`config.mk`:
```
export PLATFORM = sky130hd
export DESIGN_NAME = deserializer
export DESIGN_NICKNAME = d
export VERILOG_FILES = /design/src/rtl/deserializer.sv
export SDC_FILE = /design/constraint.sdc
export NUM_CORES = 1
export LEC_CHECK = 0
export ABC_AREA = 1
export ABC_CLOCK_PERIOD_IN_PS = 3800
export BUFFER_PORTS_ARGS = -buffer_cell sky130_fd_sc_hd__buf_2
export CAP_MARGIN = 20
export CORE_ASPECT_RATIO = 0.7
export CORE_MARGIN = 2
export CORE_UTILIZATION = 45
export CTS_CLUSTER_DIAMETER = 40
export DETAILED_ROUTE_END_ITERATION = 16
export SETUP_SLACK_MARGIN = 0.3
export SYNTH_ARGS = -nofsm -noshare
export SYNTH_HDL_FRONTEND = slang
export SYNTH_SLANG_ARGS = --single-unit
```
`constraint.sdc`:
```
create_clock -name clk -period 3.8 [get_ports clk]
set_input_delay 0.38 -clock clk [delete_from_list [all_inputs] [get_ports clk]]
set_output_delay 0.38 -clock clk [all_outputs]
set_load 0.05 [all_outputs]
```
`src/rtl/deserializer.sv`:
```
// deserializer: collects an MSB-first byte stream into 32-bit words.
// A start-of-word marker (Sof) frames each word. Bytes that arrive without
// a preceding Sof, and a Sof that interrupts a partial word, are reported
// as framing errors. Completed words are held in a small output FIFO that
// the consumer drains with a valid/ready handshake.
// Optional feature: define DESER_ERRCNT_EN to add the saturating ErrCnt
// framing-error counter port.
module deserializer #(
    parameter int FIFO_DEPTH = 2
) (
    input  logic        clk,
    input  logic        rst,
    input  logic [7:0]  Din,
    input  logic        Vin,
    input  logic        Sof,
    output logic [31:0] Dout,
    output logic        Dv,
    input  logic        Dready,
    output logic        Done,
    output logic        Err,
    output logic        Ovf
`ifdef DESER_ERRCNT_EN
    ,
    output logic [7:0]  ErrCnt
`endif
);

    localparam int AW = $clog2(FIFO_DEPTH);

    typedef enum logic {
        IDLE,
        COLLECT
    } state_t;

    state_t      state;
    logic [1:0]  idx;       // next byte slot to fill
    logic [23:0] partial;   // bytes 0..2; byte 3 goes straight into the FIFO

    logic [31:0] mem [FIFO_DEPTH];
    logic [AW:0] wr_ptr;
    logic [AW:0] rd_ptr;

    logic empty;
    logic full;
    logic pop;
    logic push_req;
    logic push_ok;
    logic err_evt;

    // The extra pointer MSB separates "full" from "empty" when the low bits match.
    assign empty = (wr_ptr == rd_ptr);
    assign full  = (wr_ptr[AW] != rd_ptr[AW]) && (wr_ptr[AW-1:0] == rd_ptr[AW-1:0]);
    assign Dv    = !empty;
    assign pop   = Dv && Dready;
    assign Dout  = empty ? 32'd0 : mem[rd_ptr[AW-1:0]];

    // Byte 3 arriving in COLLECT completes a word. A full FIFO still accepts
    // the word if the head leaves at the same edge.
    assign push_req = (state == COLLECT) && Vin && !Sof && (idx == 2'd3);
    assign push_ok  = push_req && (!full || pop);

    // Framing error: data byte while idle, or Sof that interrupts a partial word.
    assign err_evt  = Vin && ((state == IDLE) ? !Sof : Sof);

    // Framing FSM: byte collection plus the registered status pulses.
    always_ff @(posedge clk) begin
        if (rst) begin
            state   <= IDLE;
            idx     <= 2'd0;
            partial <= 24'd0;
            Done    <= 1'b0;
            Err     <= 1'b0;
            Ovf     <= 1'b0;
        end else begin
            // NOTE: non-blocking assignments let every register here see the
            // pre-edge values of the others, so statement order does not matter.
            Done <= push_ok;
            Ovf  <= push_req && !push_ok;
            Err  <= err_evt;
            if (Vin) begin
                if (Sof) begin
                    // A Sof always restarts a word, even over a partial one.
                    partial[23:16] <= Din;
                    idx            <= 2'd1;
                    state          <= COLLECT;
                end else if (state == COLLECT) begin
                    case (idx)
                        2'd1: begin
                            partial[15:8] <= Din;
                            idx           <= 2'd2;
                        end
                        2'd2: begin
                            partial[7:0] <= Din;
                            idx          <= 2'd3;
                        end
                        default: begin
                            idx   <= 2'd0;
                            state <= IDLE;
                        end
                    endcase
                end
            end
        end
    end

    // FIFO storage: written only when a completed word is accepted.
    // NOTE: the storage array has no reset; the pointers alone define which
    // entries are valid, and Dout is forced to zero while the FIFO is empty.
    always_ff @(posedge clk) begin
        if (push_ok) begin
            mem[wr_ptr[AW-1:0]] <= {partial, Din};
        end
    end

    // FIFO pointers: advance on accepted push and on consumer pop.
    always_ff @(posedge clk) begin
        if (rst) begin
            wr_ptr <= '0;
            rd_ptr <= '0;
        end else begin
            if (push_ok) begin
                wr_ptr <= wr_ptr + (AW+1)'(1);
            end
            if (pop) begin
                rd_ptr <= rd_ptr + (AW+1)'(1);
            end
        end
    end

`ifdef DESER_ERRCNT_EN
    // Saturating count of framing errors; only rst clears it.
    always_ff @(posedge clk) begin
        if (rst) begin
            ErrCnt <= 8'd0;
        end else if (err_evt && (ErrCnt != 8'hFF)) begin
            ErrCnt <= ErrCnt + 8'd1;
        end
    end
`endif

endmodule

```
==> reports/metrics.yaml <==
syn_to_final_growth_pct: 15.7
nets: 415
max_freq_mhz: 450
finalHoldViolations: 0
tightest_slew_ps: 685
holdCritPathClass: "in2reg"
setup.worst_path.end: "Dout[31]"
nFillCells: 762
crit_path_start: "wr_ptr[0]"
syn_avg_cell_area_um2: 11.1
p_leak_nw: 1.74
cts_resized: 0
setup_viol: 0
place_congestion: 0.717
antenna_left: 0
power_density_mw_per_mm2: 449
netlist.area_leader.share_pct: 49.5
avgViaCountPerCell: 5.00
place_hpwl_mm: 4.85
drive_above_1_share_pct: 25.8
core-area_mm2: 0.00841
max_cap_viol_count: 0
die_h_um: 81.7
final_core_util_pct: 53.4
grt_first_pass_wirelength_mm: 12.2
synth.ff_latch_count: 99
rsz0062_at_grt: "false"
end_kind: "primary output"
ys.flop_type: "edfxtp_1"
dieArea_mm2: 0.00939
initial_core_util_pct: 46.1
synthDistinctLibCells: 25
fp.dieW_um: 115
fin_crit_ps: 2220
place_ws_ps: 1510
synth_commonest_cells: "nand2_1 (76), edfxtp_1 (64), nor2_1 (53)"
cts_buffer_depth: 2
ios: 49
cts.sinks: 99
path_max_fanout: 32
synth-edff-count: 64
synth_seq_area_share_pct: 67.6
clock_latency_ps: 330
synth_area_mm2: 0.00388
finClkSkew_ps: 7.48
vdd_ir_drop_max_v: 0.000209
reg2reg_depth: 6
synth_most_common_cell: "nand2_1"
grt_use_total_pct: 17.5
min_period_over_period_pct: 58.4
start_kind: "flop"
synth_area_leaders: "edfxtp_1 (50%), dfxtp_1 (18%), nand2_1 (7.4%)"
total_power_mw: 2.01
drt_wl_total_mm: 7.55
grt_max_degree: 33
crit_required_ps: 3420
netlist_instances: 348
outcome: "complete, no violations"
worstReg2RegStart: "idx[0]"
setup_tns_ps: 0
cts_made_buffers: 9
clockRootBuffer: "clkbuf_16"
hold_buffers: 0
cts_tree: "done"
htreeDepth: 3
drt-pass1-iter-count: 4
overflow: 0
setup_ws_ps: 1580
dr_total_vias: 2540
maxSlewHeadroom_pct: 54.3
drc: 0
antenna_found_initial: 0
clk_pin_slew_ps: 60
worst-setup-path-type: "reg2out"
io_buffers: 48
timing.rr.end: "mem[1][13]"
cp.arrival_ps: 1840
post_cts_buffers: 0
reg2reg_slack_ps: 1720
diodes: 0
first_global_vias: 2383
wl_per_cell_um: 14.9
drv_slew: 0
post-synth-top-area-cell: "edfxtp_1"
synthArstFlopShare_pct: 0
row_count: 28
syn_nets: 365
drt-initial-drc-count: 113
synth_warnings: 0
[kinds of logic after synthesis]
group / after synthesis / share of synthesized area, %
xor gates and xnor gates: 2 / 0.452
DFF: 99 / 67.6
adders and majority gates: 4 / 1.29
AOI/OAI and AO/OA: 67 / 11.6
buffers and inverters: 34 / 4.16
and+or+nand+nor: 142 / 14.9
[layer usage]
layer  track usage, %  part of all wire (%)  up-vias  routed length [um]
met2             26.6                    43       78                3260
li1                 -                     -     1271                   -
met1             25.1                    49     1178                3710
met4             5.66                   1.5        0                 116
met3             3.99                   6.1       13                 462
met5                0                     0        -                   0
[how the worst min path moves through the flow]
| stage | startpoint | end | slack, ps | depth (start not counted) |
|---|---|---|---|---|
| 3_3_place_gp | partial[7] | mem[1][15] | 430 | 0 |
| 5_1_grt | Din[7] | mem[1][7] | 310 | 1 |
| 4_1_cts | Din[7] | mem[1][7] | 300 | 1 |
| 3_5_place_dp | partial[7] | mem[1][15] | 440 | 0 |
| 2_1_floorplan | partial[2] | mem[0][10] | 420 | 0 |
| 6_report | Din[7] | mem[1][7] | 310 | 1 |
[through the flow]
| step | instance area, um^2 | cells | hold slack, ps |
|---|---|---|---|
| 3_5_place_dp | 4200 | 491 | 436 |
| 2_1_floorplan | 3880 | 348 | 420 |
| 5_1_grt | 4490 | 508 | 306 |
| 4_1_cts | 4460 | 507 | 301 |
| 6_report | 4490 | 508 | 306 |
| 3_3_place_gp | 4200 | 491 | 431 |
[layout by cell type (no fill, tap or decap), types with 4 or more instances in the layout]
| master | count |
|---|---|
| clkbuf_16 | 9 |
| nor2_1 | 52 |
| ha_1 | 4 |
| a21oi_1 | 9 |
| edfxtp_1 | 64 |
| dfxtp_1 | 35 |
| buf_2 | 48 |
| o21ai_0 | 27 |
| nand3_1 | 6 |
| nand2_1 | 76 |
| inv_1 | 18 |
| a21oi_2 | 30 |
[flip-flops by register name, indices dropped and copies added, names as in the netlist, named ones only]
register / flops
Ovf: 1
Done: 1
partial: 24
Err: 1
idx: 2
mem: 64
state: 1
wr_ptr: 2
rd_ptr: 2
[power breakdown]
group	internal, mW	switching [mW]	total (mW)
registers	1.15	0.00708	1.15
logic	0.0142	0.0333	0.0475
clock network	0.442	0.371	0.813
[critical path, stage by stage, from the launching register on]
cell and delay [ps]:
dfxtp_1 460, nand2_1 110, nand2_2 130, nand2_4 90
inv_4 400, a21oi_1 80, buf_2 240
[final cells by class]
cell class / count / area [um^2] / share of cell area [%]
inverters: 21 / 81.3 / 1.81
multi-input cells: 215 / 1100 / 24.4
repair buffers: 52 / 290 / 6.47
flip-flops and latches: 99 / 2620 / 58.4
well taps: 105 / 131 / 2.93
clock inverters: 5 / 32.5 / 0.725
clock buffers: 11 / 233 / 5.19
No activity file was read; power rests on OpenSTA's default activity.
